===== src/rtl/mcs4.sv =====
// Shared MCS-4 bus types: 4-bit data character and the eight-phase
// instruction cycle.
package mcs4;

  typedef logic [3:0] char_t;

  typedef enum logic [2:0] {
    A1 = 3'd0,
    A2 = 3'd1,
    A3 = 3'd2,
    M1 = 3'd3,
    M2 = 3'd4,
    X1 = 3'd5,
    X2 = 3'd6,
    X3 = 3'd7
  } instr_cyc_t;

endpackage


===== src/rtl/mcs4_ram_bank_if.sv =====
// Host-side random-access port of the RAM bank. The host (master) holds
// host_req until it sees the one-cycle host_ack from the bank (slave).
interface mcs4_ram_bank_if;

  logic       host_req;
  logic       host_we;
  logic [8:0] host_addr;   // {chip[8:7], reg[6:5], is_status[4], char[3:0]}
  logic [3:0] host_wdata;
  logic [3:0] host_rdata;
  logic       host_ack;

  modport master (
    output host_req, host_we, host_addr, host_wdata,
    input  host_rdata, host_ack
  );

  modport slave (
    input  host_req, host_we, host_addr, host_wdata,
    output host_rdata, host_ack
  );

endinterface


===== src/rtl/mcs4_ram_bank.sv =====
// Multi-chip 4002-class RAM bank on one CM-RAM line. Tracks the 8-phase
// instruction cycle, latches SRC address and I/O command, serves CPU
// reads/writes at X1/X2 and gives the host port every other slot.
//
// Instruction-cycle phases (icyc_q):
//   state | meaning
//   A1-A3 | address nibbles on the bus, host may access
//   M1    | OPR nibble, host may access
//   M2    | OPA nibble: command latched when cm_ram is high
//   X1    | CPU slot: read data fetched into the output register
//   X2    | CPU slot: bus driven for reads, writes committed, SRC chip/reg
//   X3    | SRC char latched, host may access
module mcs4_ram_bank #(
  parameter int NUM_CHIPS     = 4,
  parameter int REGS_PER_CHIP = 4
) (
  input  logic                   clk,
  input  logic                   rst,
  input  logic                   sync,
  input  logic                   cm_ram,
  input  mcs4::char_t            dbus_in,
  output mcs4::char_t            dbus_out,
  output logic                   dbus_oe,
  output logic [4*NUM_CHIPS-1:0] io_out,
  mcs4_ram_bank_if.slave         host
);
  import mcs4::*;

  localparam logic [2:0] NC = 3'(NUM_CHIPS);
  localparam logic [2:0] NR = 3'(REGS_PER_CHIP);

  localparam char_t OPA_WRM = 4'h0;
  localparam char_t OPA_WMP = 4'h1;
  localparam char_t OPA_SBM = 4'h8;
  localparam char_t OPA_RDM = 4'h9;
  localparam char_t OPA_ADM = 4'hB;

  instr_cyc_t             icyc_q, icyc_d;
  char_t                  opa_q, opa_d;
  logic                   opa_rcv_q, opa_rcv_d;
  logic                   src_rcv_q, src_rcv_d;
  logic [1:0]             chip_q, chip_d;
  logic [1:0]             rsel_q, rsel_d;
  char_t                  cix_q, cix_d;
  char_t                  dout_q, dout_d;
  logic                   oe_q, oe_d;
  logic [4*NUM_CHIPS-1:0] io_q, io_d;
  logic                   ack_q, ack_d;
  char_t                  rdata_q, rdata_d;

  // Full 4x4 arrays keep index widths fixed; only the selected range is used.
  char_t main_mem [4][4][16];
  char_t stat_mem [4][4][4];

  logic       cpu_sel, cpu_rd, cpu_rd_stat, cpu_wr;
  char_t      cpu_rdata;
  logic [1:0] h_chip, h_reg;
  logic       h_stat, h_sel, host_go;
  char_t      h_cix, host_mem;
  logic       we_main, we_stat;
  logic [1:0] wa_chip, wa_reg;
  char_t      wa_cix, wa_data;

  assign h_chip = host.host_addr[8:7];
  assign h_reg  = host.host_addr[6:5];
  assign h_stat = host.host_addr[4];
  assign h_cix  = host.host_addr[3:0];

  // Address decode, read muxes and the single shared memory write port.
  always_comb begin
    cpu_sel     = ({1'b0, chip_q} < NC) && ({1'b0, rsel_q} < NR);
    cpu_rd_stat = (opa_q[3:2] == 2'b11);
    cpu_rd      = cpu_rd_stat || (opa_q == OPA_SBM) || (opa_q == OPA_RDM) ||
                  (opa_q == OPA_ADM);
    cpu_rdata   = cpu_rd_stat ? stat_mem[chip_q][rsel_q][opa_q[1:0]]
                              : main_mem[chip_q][rsel_q][cix_q];
    cpu_wr      = (icyc_q == X2) && opa_rcv_q && cpu_sel;

    h_sel    = ({1'b0, h_chip} < NC) && ({1'b0, h_reg} < NR);
    host_go  = host.host_req && !ack_q && (icyc_q != X1) && (icyc_q != X2);
    host_mem = h_stat ? stat_mem[h_chip][h_reg][h_cix[1:0]]
                      : main_mem[h_chip][h_reg][h_cix];

    // CPU writes only land at X2 and the host never runs there, so the
    // two sources can share one port without arbitration.
    we_main = 1'b0;
    we_stat = 1'b0;
    wa_chip = chip_q;
    wa_reg  = rsel_q;
    wa_cix  = cix_q;
    wa_data = dbus_in;
    if (!rst) begin
      if (cpu_wr) begin
        we_main = (opa_q == OPA_WRM);
        we_stat = (opa_q[3:2] == 2'b01);
        if (opa_q[3:2] == 2'b01) wa_cix = {2'b00, opa_q[1:0]};
      end else if (host_go && host.host_we && h_sel) begin
        we_main = !h_stat;
        we_stat = h_stat;
        wa_chip = h_chip;
        wa_reg  = h_reg;
        wa_cix  = h_stat ? {2'b00, h_cix[1:0]} : h_cix;
        wa_data = host.host_wdata;
      end
    end
  end

  // Next-state: phase counter, command/SRC latches, bus drive, ports, host.
  always_comb begin
    icyc_d    = sync ? A1 : instr_cyc_t'(icyc_q + 3'd1);
    opa_d     = opa_q;
    opa_rcv_d = opa_rcv_q;
    src_rcv_d = src_rcv_q;
    chip_d    = chip_q;
    rsel_d    = rsel_q;
    cix_d     = cix_q;
    dout_d    = 4'h0;
    oe_d      = 1'b0;
    io_d      = io_q;
    ack_d     = host_go;
    rdata_d   = (host_go && h_sel) ? host_mem : 4'h0;

    case (icyc_q)
      M2: begin
        opa_rcv_d = cm_ram;
        opa_d     = dbus_in;
      end
      X1: begin
        if (opa_rcv_q && cpu_rd && cpu_sel) begin
          dout_d = cpu_rdata;
          oe_d   = 1'b1;
        end
      end
      X2: begin
        src_rcv_d = cm_ram;
        if (cm_ram) {chip_d, rsel_d} = dbus_in;
        for (int n = 0; n < NUM_CHIPS; n++) begin
          if (cpu_wr && (opa_q == OPA_WMP) && (chip_q == 2'(n)))
            io_d[4*n +: 4] = dbus_in;
        end
      end
      X3: begin
        if (src_rcv_q) cix_d = dbus_in;
      end
      default: ;
    endcase
  end

  // Control registers with synchronous reset taking priority.
  always_ff @(posedge clk) begin
    if (rst) begin
      icyc_q    <= A1;
      opa_q     <= 4'h0;
      opa_rcv_q <= 1'b0;
      src_rcv_q <= 1'b0;
      chip_q    <= 2'b00;
      rsel_q    <= 2'b00;
      cix_q     <= 4'h0;
      dout_q    <= 4'h0;
      oe_q      <= 1'b0;
      io_q      <= '0;
      ack_q     <= 1'b0;
      rdata_q   <= 4'h0;
    end else begin
      icyc_q    <= icyc_d;
      opa_q     <= opa_d;
      opa_rcv_q <= opa_rcv_d;
      src_rcv_q <= src_rcv_d;
      chip_q    <= chip_d;
      rsel_q    <= rsel_d;
      cix_q     <= cix_d;
      dout_q    <= dout_d;
      oe_q      <= oe_d;
      io_q      <= io_d;
      ack_q     <= ack_d;
      rdata_q   <= rdata_d;
    end
  end

  // RAM and status storage; contents survive reset.
  always_ff @(posedge clk) begin
    if (we_main) main_mem[wa_chip][wa_reg][wa_cix] <= wa_data;
    if (we_stat) stat_mem[wa_chip][wa_reg][wa_cix[1:0]] <= wa_data;
  end

  assign dbus_out        = dout_q;
  assign dbus_oe         = oe_q;
  assign io_out          = io_q;
  assign host.host_ack   = ack_q;
  assign host.host_rdata = rdata_q;

endmodule


===== src/flat_wrapper.sv =====
// flat-port wrapper written by rule: the top's interface ports become plain ports
module mcs4_ram_bank_flat import mcs4::*;
#(
  parameter int NUM_CHIPS     = 4,
  parameter int REGS_PER_CHIP = 4
)
  (clk, rst, sync, cm_ram, dbus_in, dbus_out, dbus_oe, io_out, host_host_req, host_host_we, host_host_addr, host_host_wdata, host_host_rdata, host_host_ack);
  mcs4_ram_bank_if host_i ();
  input  logic clk;
  input  logic rst;
  input  logic sync;
  input  logic cm_ram;
  input  mcs4::char_t dbus_in;
  output mcs4::char_t dbus_out;
  output logic dbus_oe;
  output logic [4*NUM_CHIPS-1:0] io_out;
  input wire logic [$bits(host_i.host_req)-1:0] host_host_req;
  input wire logic [$bits(host_i.host_we)-1:0] host_host_we;
  input wire logic [$bits(host_i.host_addr)-1:0] host_host_addr;
  input wire logic [$bits(host_i.host_wdata)-1:0] host_host_wdata;
  output wire logic [$bits(host_i.host_rdata)-1:0] host_host_rdata;
  output wire logic [$bits(host_i.host_ack)-1:0] host_host_ack;
  assign host_i.host_req = host_host_req;
  assign host_i.host_we = host_host_we;
  assign host_i.host_addr = host_host_addr;
  assign host_i.host_wdata = host_host_wdata;
  assign host_host_rdata = host_i.host_rdata;
  assign host_host_ack = host_i.host_ack;
  mcs4_ram_bank #(.NUM_CHIPS(NUM_CHIPS), .REGS_PER_CHIP(REGS_PER_CHIP)) u_core (.clk(clk), .rst(rst), .sync(sync), .cm_ram(cm_ram), .dbus_in(dbus_in), .dbus_out(dbus_out), .dbus_oe(dbus_oe), .io_out(io_out), .host(host_i));
endmodule

===== config.mk =====
export PLATFORM = sky130hd
export DESIGN_NAME = mcs4_ram_bank_flat
export DESIGN_NICKNAME = d
export VERILOG_FILES = /design/src/rtl/mcs4.sv /design/src/rtl/mcs4_ram_bank_if.sv /design/src/rtl/mcs4_ram_bank.sv /design/src/flat_wrapper.sv
export SDC_FILE = /design/constraint.sdc
export NUM_CORES = 2
export LEC_CHECK = 0
export CORE_AREA = 5 5 361 452
export CTS_CLUSTER_DIAMETER = 80
export DETAILED_ROUTE_END_ITERATION = 8
export DIE_AREA = 0 0 366 457
export GPL_TIMING_DRIVEN = 0
export PLACE_DENSITY = 0.53
export SETUP_SLACK_MARGIN = 0.2
export SLEW_MARGIN = 20
export SYNTH_ARGS = -nofsm -noshare
export SYNTH_HDL_FRONTEND = slang
export SYNTH_SLANG_ARGS = --single-unit

===== constraint.sdc =====
create_clock -name clk -period 7.6 [get_ports clk]
set_clock_uncertainty 0.2 [all_clocks]
set_input_delay 0.76 -clock clk [delete_from_list [all_inputs] [get_ports clk]]
set_output_delay 0.76 -clock clk [all_outputs]
set_load 0.02 [all_outputs]

After elaboration in Yosys (flattened, before gate mapping)

Memory sizes are Yosys's and may differ from the RTL's. A register that Yosys moved wholly into a read port is not among the register bits.
Cells that the tools add are included.

Flip-flop bits (word level): 43
Word-level logic and storage cells: 151
Input port bits: 23
Output and inout bits: 26
Memories kept: 2
Bits in writable memories: 1280

Order comparisons: 12
Reductions and logical operators: 31
Equal/unequal tests: 15
Bitwise operators: 12
Add/sub/neg operators: 1
Mux-type cells: 63

Memory list:

| memory          | depth | width | read ports | clocked after memory_dff | wr ports | RTL line            | text |
|---|---|---|---|---|---|---|---|
| u_core.main_mem | 4     | 256   | 2          | 1                        | 1        | mcs4_ram_bank.sv:52 | `char_t main_mem [4][4][16];` |
| u_core.stat_mem | 4     | 64    | 2          | 1                        | 1        | mcs4_ram_bank.sv:53 | `char_t stat_mem [4][4][4];` |

Operator list:

| cell                                                                         | number |
|---|---|
| 64-bit two-way mux                                                           | 6 |
| 64-bit binary-select mux with 2-bit select                                   | 2 |
| 256-bit two-way mux                                                          | 1 |
| 64-bit demux with 2-bit select                                               | 1 |
| 16-bit two-way mux                                                           | 5 |
| 4-bit two-way mux                                                            | 20 |
| 16-bit binary-select mux with 2-bit select                                   | 2 |
| 4-bit binary-select mux with 4-bit select                                    | 2 |
| 16-bit demux with 2-bit select                                               | 1 |
| 2-bit two-way mux                                                            | 10 |
| 3-bit greater-or-equal comparator, second input constant                     | 6 |
| 2-bit NOT with 3-bit output                                                  | 6 |
| 4-bit binary-select mux with 2-bit select                                    | 2 |
| 4-bit demux with 4-bit select                                                | 1 |
| 5-bit greater-or-equal comparator, second input constant                     | 3 |
| 4-bit NOT with 5-bit output                                                  | 3 |
| 1-bit logical AND                                                            | 14 |
| 3-bit == test, second input constant                                         | 4 |
| 4-bit == test, second input constant                                         | 3 |
| 2-bit AND reduction                                                          | 6 |
| 1-bit two-way mux                                                            | 9 |
| 4-bit demux with 2-bit select                                                | 1 |
| 2-bit == test, second input constant                                         | 3 |
| 3-bit by 1-bit less-than comparator with 1-bit output, second input constant | 2 |
| 12 further kinds                                                             | 21 |

Depth between registers and ports, before layout

Depth in word-level cells: 16
Gate-level depth with buffers: 14
Gate-level depth less buffers: 9

Worst setup path after synthesis

Ideal clock, no wire load.

Path kind: in2reg
Start point: in rst
End point: mem u_core.main_mem[0][0] (netlist bit), data pin
Path slack: 1016 ps
Stages on the path: 5
Required time: 6419 ps
Library setup time: 981 ps
Buffers on the path: 1
Data arrival time: 5403 ps
Cells stage by stage: nor3b_1 and3_1 buf_2 nand2_1 nand2_1

Word-level cells in the longest chain between the ends: 1

RTL lines:

| what                        | RTL line            | text |
|---|---|---|
| start: declaration          | flat_wrapper.sv:10  | `input logic rst;` |
| 4-bit two-way mux           | mcs4_ram_bank.sv:92 | `if (!rst) begin` |
| named net u_core.wa_data[0] | mcs4_ram_bank.sv:62 | `char_t wa_cix, wa_data;` |
| end: declaration            | mcs4_ram_bank.sv:52 |  |

The timed path passes the listed nets, and every way through them passes these cells.

Worst setup path in the final report

Start point: reg u_core.icyc_q[0]
End point: mem u_core.main_mem[1][157] (netlist bit), enable pin

Word-level cells in the longest chain between the ends: 15
Elaborated cells on any way between the ends: 33
Those cells by class: order compare (4); eq/ne (3); mux (18); bitwise (2); reduce/logical (6)

RTL lines:

| what                                                                                                                             | RTL line             | text |
|---|---|---|
| start: declaration                                                                                                               | mcs4_ram_bank.sv:38  | `instr_cyc_t icyc_q, icyc_d;` |
| start signal: assignment                                                                                                         | mcs4_ram_bank.sv:165 | `icyc_q <= icyc_d;` |
| 3-bit inequality test                                                                                                            | mcs4_ram_bank.sv:80  | `host_go = host.host_req && !ack_q && (icyc_q != X1) && (icyc_q != X2);` |
| 1-bit logical AND (2 in a row)                                                                                                   | mcs4_ram_bank.sv:80  |  |
| 1-bit logical AND                                                                                                                | mcs4_ram_bank.sv:97  | `end else if (host_go && host.host_we && h_sel) begin` |
| 4-bit two-way mux                                                                                                                | mcs4_ram_bank.sv:97  |  |
| 4-bit two-way mux                                                                                                                | mcs4_ram_bank.sv:93  | `if (cpu_wr) begin` |
| 4-bit two-way mux                                                                                                                | mcs4_ram_bank.sv:92  |  |
| 4-bit NOT with 5-bit output (not written as such)                                                                                | mcs4_ram_bank.sv:182 | `if (we_main) main_mem[wa_chip][wa_reg][wa_cix] <= wa_data;` |
| 5-bit greater-or-equal comparator (not written as such) or 5-bit by 1-bit less-than comparator with 1-bit output (tied branches) | mcs4_ram_bank.sv:182 |  |
| 1-bit logical AND (not written as such)                                                                                          | mcs4_ram_bank.sv:182 |  |
| 4-bit two-way mux (not written as such)                                                                                          | mcs4_ram_bank.sv:182 |  |
| 4-bit demux with 4-bit select                                                                                                    | mcs4_ram_bank.sv:182 |  |
| 64-bit two-way mux (not written as such)                                                                                         | mcs4_ram_bank.sv:182 |  |
| 64-bit demux with 2-bit select                                                                                                   | mcs4_ram_bank.sv:182 |  |
| 256-bit two-way mux (not written as such)                                                                                        | mcs4_ram_bank.sv:182 |  |

Several ways; a longest one is shown, not always the timed one.

==> flow_summary.yaml <==
status:
  status: "finished clean"
setup_path:
  crit_buf_inv: 2
  cp_max_fo: 10
  end_kind: "register"
  critPathLaunch: "u_core.icyc_q[0]"
  crit_path_start_kind: "register"
  crit_family: "simple AND/OR/NAND/NOR gates"
  reg2reg_slack_ns: 1.45
  cp_num_cells: 9
  cp_slowest_stage_delay_ns: 1.09
  worstSetupEndpoint: "u_core.main_mem[1][157]"
  reg2reg_from: "u_core.icyc_q[0]"
  crit_chain: "inv_1 > ha_1 > o21ai_0 > nand3_1 > clkbuf_1 > mux2i_2 > nor2b_1 > nand2_1 > nor2_1"
  slowest_stage: "nor2b_1"
  crit_required_ns: 7.83
  rr_worst_depth: 9
  critPathKind: "reg -> reg"
  critical_path_arrival_ns: 6.39
  reg2reg_to: "u_core.main_mem[1][157]"
clock_network:
  cts_root_buffer: "clkbuf_16"
  cts_tree: "yes"
  ctsResizeCount: 0
  clk_pin_slew_ns: 0.06
  cts_sinks: 1325
  numCtsBuffers: 138
  clockBufferDepth: 3
  postCtsHoldBufs: 0
  cts_setup_buffers: 0
  htree_levels: 4
  clock_latency_ns: 0.82
synthesis:
  syn-cell-area_um2: 62900
  synth_edf_count: 1280
  syn_nets: 3645
  synthCells: 3617
  synth-warning-count: 0
  ys_ff_latch: 1325
  netlist-cell-type-count: 64
  asyncSetResetFlopFracSynth_pct: 0
  ys_seq_area_share_pct: 62.5
  synth_area_per_cell_um2: 17.4
  synth_ff_type: "edfxtp_1"
grt:
  grt_first_pass_wirelength_mm: 394
  grt_usage_pct: 35.8
  first_global_vias: 41450
  grt_max_degree: 76
  grt_overflow_total: 0
  antenna_found_initial: 18
layout:
  nets: 3890
  syn2layout_area_growth_pct: 14.7
  drive_above_1_share_pct: 28.4
  instances_no_fill: 6056
placed_design:
  port_buffers: 39
  hpwl_mm: 220
  dp_cells: 5795
  place_ws_ns: 1.36
  gp_congestion: 1.05
timing:
  fmax_mhz: 162
  slew_headroom_pct: 9.10
  worst_slack_ns: 1.45
  setup-tns-final_ns: 0
  finalHoldViolCount: 0
  worst_slew_pin_slew_ns: 1.36
  whs_ns: 0.195
  setup_viol_count_final: 0
  rsz0062_at_grt: "no"
  period_minus_slack_ns: 6.15
  post-route-period-util_pct: 81.0
  finalMaxSlewViolations: 0
routing:
  wl_met2_mm: 135
  drt_iter0_drc: 8012
  vias_per_cell: 7.20
  top_layer: "met5"
  routedWlPerCell_um: 50.5
  via_count: 43607
  wl_mm: 306
  drtPass1Iterations: 9
  met3_length_mm: 39.7
  postRouteAntennaNets: 0
  drc: 0
  met1_length_mm: 100
power:
  finalPower_mw: 16.2
  p_int_mw: 12.3
  combPwrFrac_pct: 6.7
  cellPowerDensity_nw_per_um2: 224
  power_switching_share_pct: 23.7
  clockPowerShare_pct: 43.5
  p_switching_mw: 3.83
  p_leak_nw: 22.0
  p_seq_share_pct: 49.9
  peakVddDrop_mv: 0.176
floorplanning:
  die_h_um: 457
  die_area_um2: 167000
  num_rows: 164
  core_area_um2: 159000
  io_pins: 49
  start_util_pct: 39.7
  fp.dieW_um: 366
min_path:
  min_path_type: "in -> reg"
run:
  cap_violations: 0
[cells by family (layout without fill, tap and decap cells)]
group / Yosys count / after routing / synth area share, %
adders and majority gates: 5 / 5 / 0.0994
and+or+nand+nor: 791 / 791 / 5.42
other: 0 / 14 / 0
buffers and inverters: 296 / 646 / 2.40
DFF: 1325 / 1325 / 62.5
muxes: 825 / 825 / 25.5
AOI/OAI and AO/OA: 375 / 375 / 4.11
[state kept, by name (all words and copies together), names as in the netlist, named ones only]
register	flops
u_core.rsel_q	2
u_core.icyc_q	3
u_core.host.host_rdata	4
u_core.main_mem	1024
u_core.opa_q	4
u_core.cix_q	4
u_core.src_rcv_q	1
u_core.chip_q	2
u_core.dbus_out	4
u_core.dbus_oe	1
u_core.opa_rcv_q	1
u_core.host.host_ack	1
u_core.stat_mem	256
u_core.io_out	16
[placed cells by master, fill, tap and decap left out, drive strengths merged, types with 12 or more instances in the layout]
cell type      instances
edfxtp              1280
mux4                 621
nor2                 372
clkbuf               324
mux2i                202
buf                  202
nand2                188
a22oi                 91
nand3                 89
a21oi                 84
clkinv                49
dfxtp                 45
nor3                  44
o221ai                42
clkdlybuf4s50         39
o21ai                 32
o22ai                 27
a31oi                 22
nand2b                16
nor2b                 16
diode                 14
bufinv                13
inv                   13
a22o                  12
a221oi                12
[power groups by stage]
stage	clock network (mW)	registers [mW]	logic [mW]
4_1_cts	7.01	8.06	1.02
3_3_place_gp	0	8.37	0.945
6_report	7.03	8.06	1.08
5_1_grt	7.29	8.05	1.06
2_1_floorplan	0	8.28	0.464
3_5_place_dp	0	8.21	1.02
[stage by stage]
step	instance area, µm²	util (%)
2_1_floorplan	62900	-
3_3_place_gp	65900	41.6
3_5_place_dp	67600	42.6
5_1_grt	72200	45.5
6_report	72200	45.5
4_1_cts	72100	45.5
[worst min path at each step]
stage / startpoint / to / slack (ns) / cells after the start
6_report: dbus_in[3] / u_core.io_out[3] / 0.20 / 3
5_1_grt: dbus_in[3] / u_core.opa_q[3] / 0.22 / 3
4_1_cts: dbus_in[3] / u_core.io_out[3] / 0.16 / 3
3_5_place_dp: u_core.io_out[5] / u_core.io_out[5] / 0.25 / 2
3_3_place_gp: u_core.io_out[4] / u_core.io_out[4] / 0.25 / 2
2_1_floorplan: u_core.icyc_q[0] / u_core.icyc_q[0] / 0.25 / 1
[layer usage]
metal,vias to the layer above,global-route usage [%]
met5,-,0.488
met2,3917,53.7
met3,1173,13.2
li1,15585,-
met4,18,28.3
met1,22914,41.6
[cell type report]
cell class | instances | area (µm²)
inverter | 13 | 48.8
antenna | 14 | 35.0
clock buffer | 177 | 3780
multi-input combinational | 1996 | 22200
sequential | 1325 | 39300
tap | 2075 | 2600
timing repair buffer | 105 | 1890
clock inverter | 68 | 729
buffer | 283 | 1580
fill | 13661 | 86400
[worst register-to-register path: cells and delay by family (launching register included)]
kind / cells / cell delay (ns)
adders and majority gates: 1 / 0.26
and+or+nand+nor: 4 / 2.85
DFF: 1 / 0.40
muxes: 1 / 0.94
AOI/OAI and AO/OA: 1 / 0.61
buffers and inverters: 2 / 0.52
[Yosys cell counts, types with 44 or more instances]
| library cell | n | area [µm²] |
|---|---|---|
| nand3_1 | 89 | 445 |
| buf_4 | 50 | 375 |
| nor3_1 | 44 | 220 |
| nor2_1 | 372 | 1400 |
| edfxtp_1 | 1280 | 38400 |
| dfxtp_1 | 45 | 901 |
| a22oi_1 | 91 | 683 |
| clkbuf_1 | 146 | 548 |
| mux4_2 | 621 | 14000 |
| a21oi_1 | 84 | 420 |
| buf_2 | 44 | 220 |
| mux2i_1 | 202 | 2020 |
| nand2_1 | 188 | 706 |
Power figures use the tool's default switching activity.
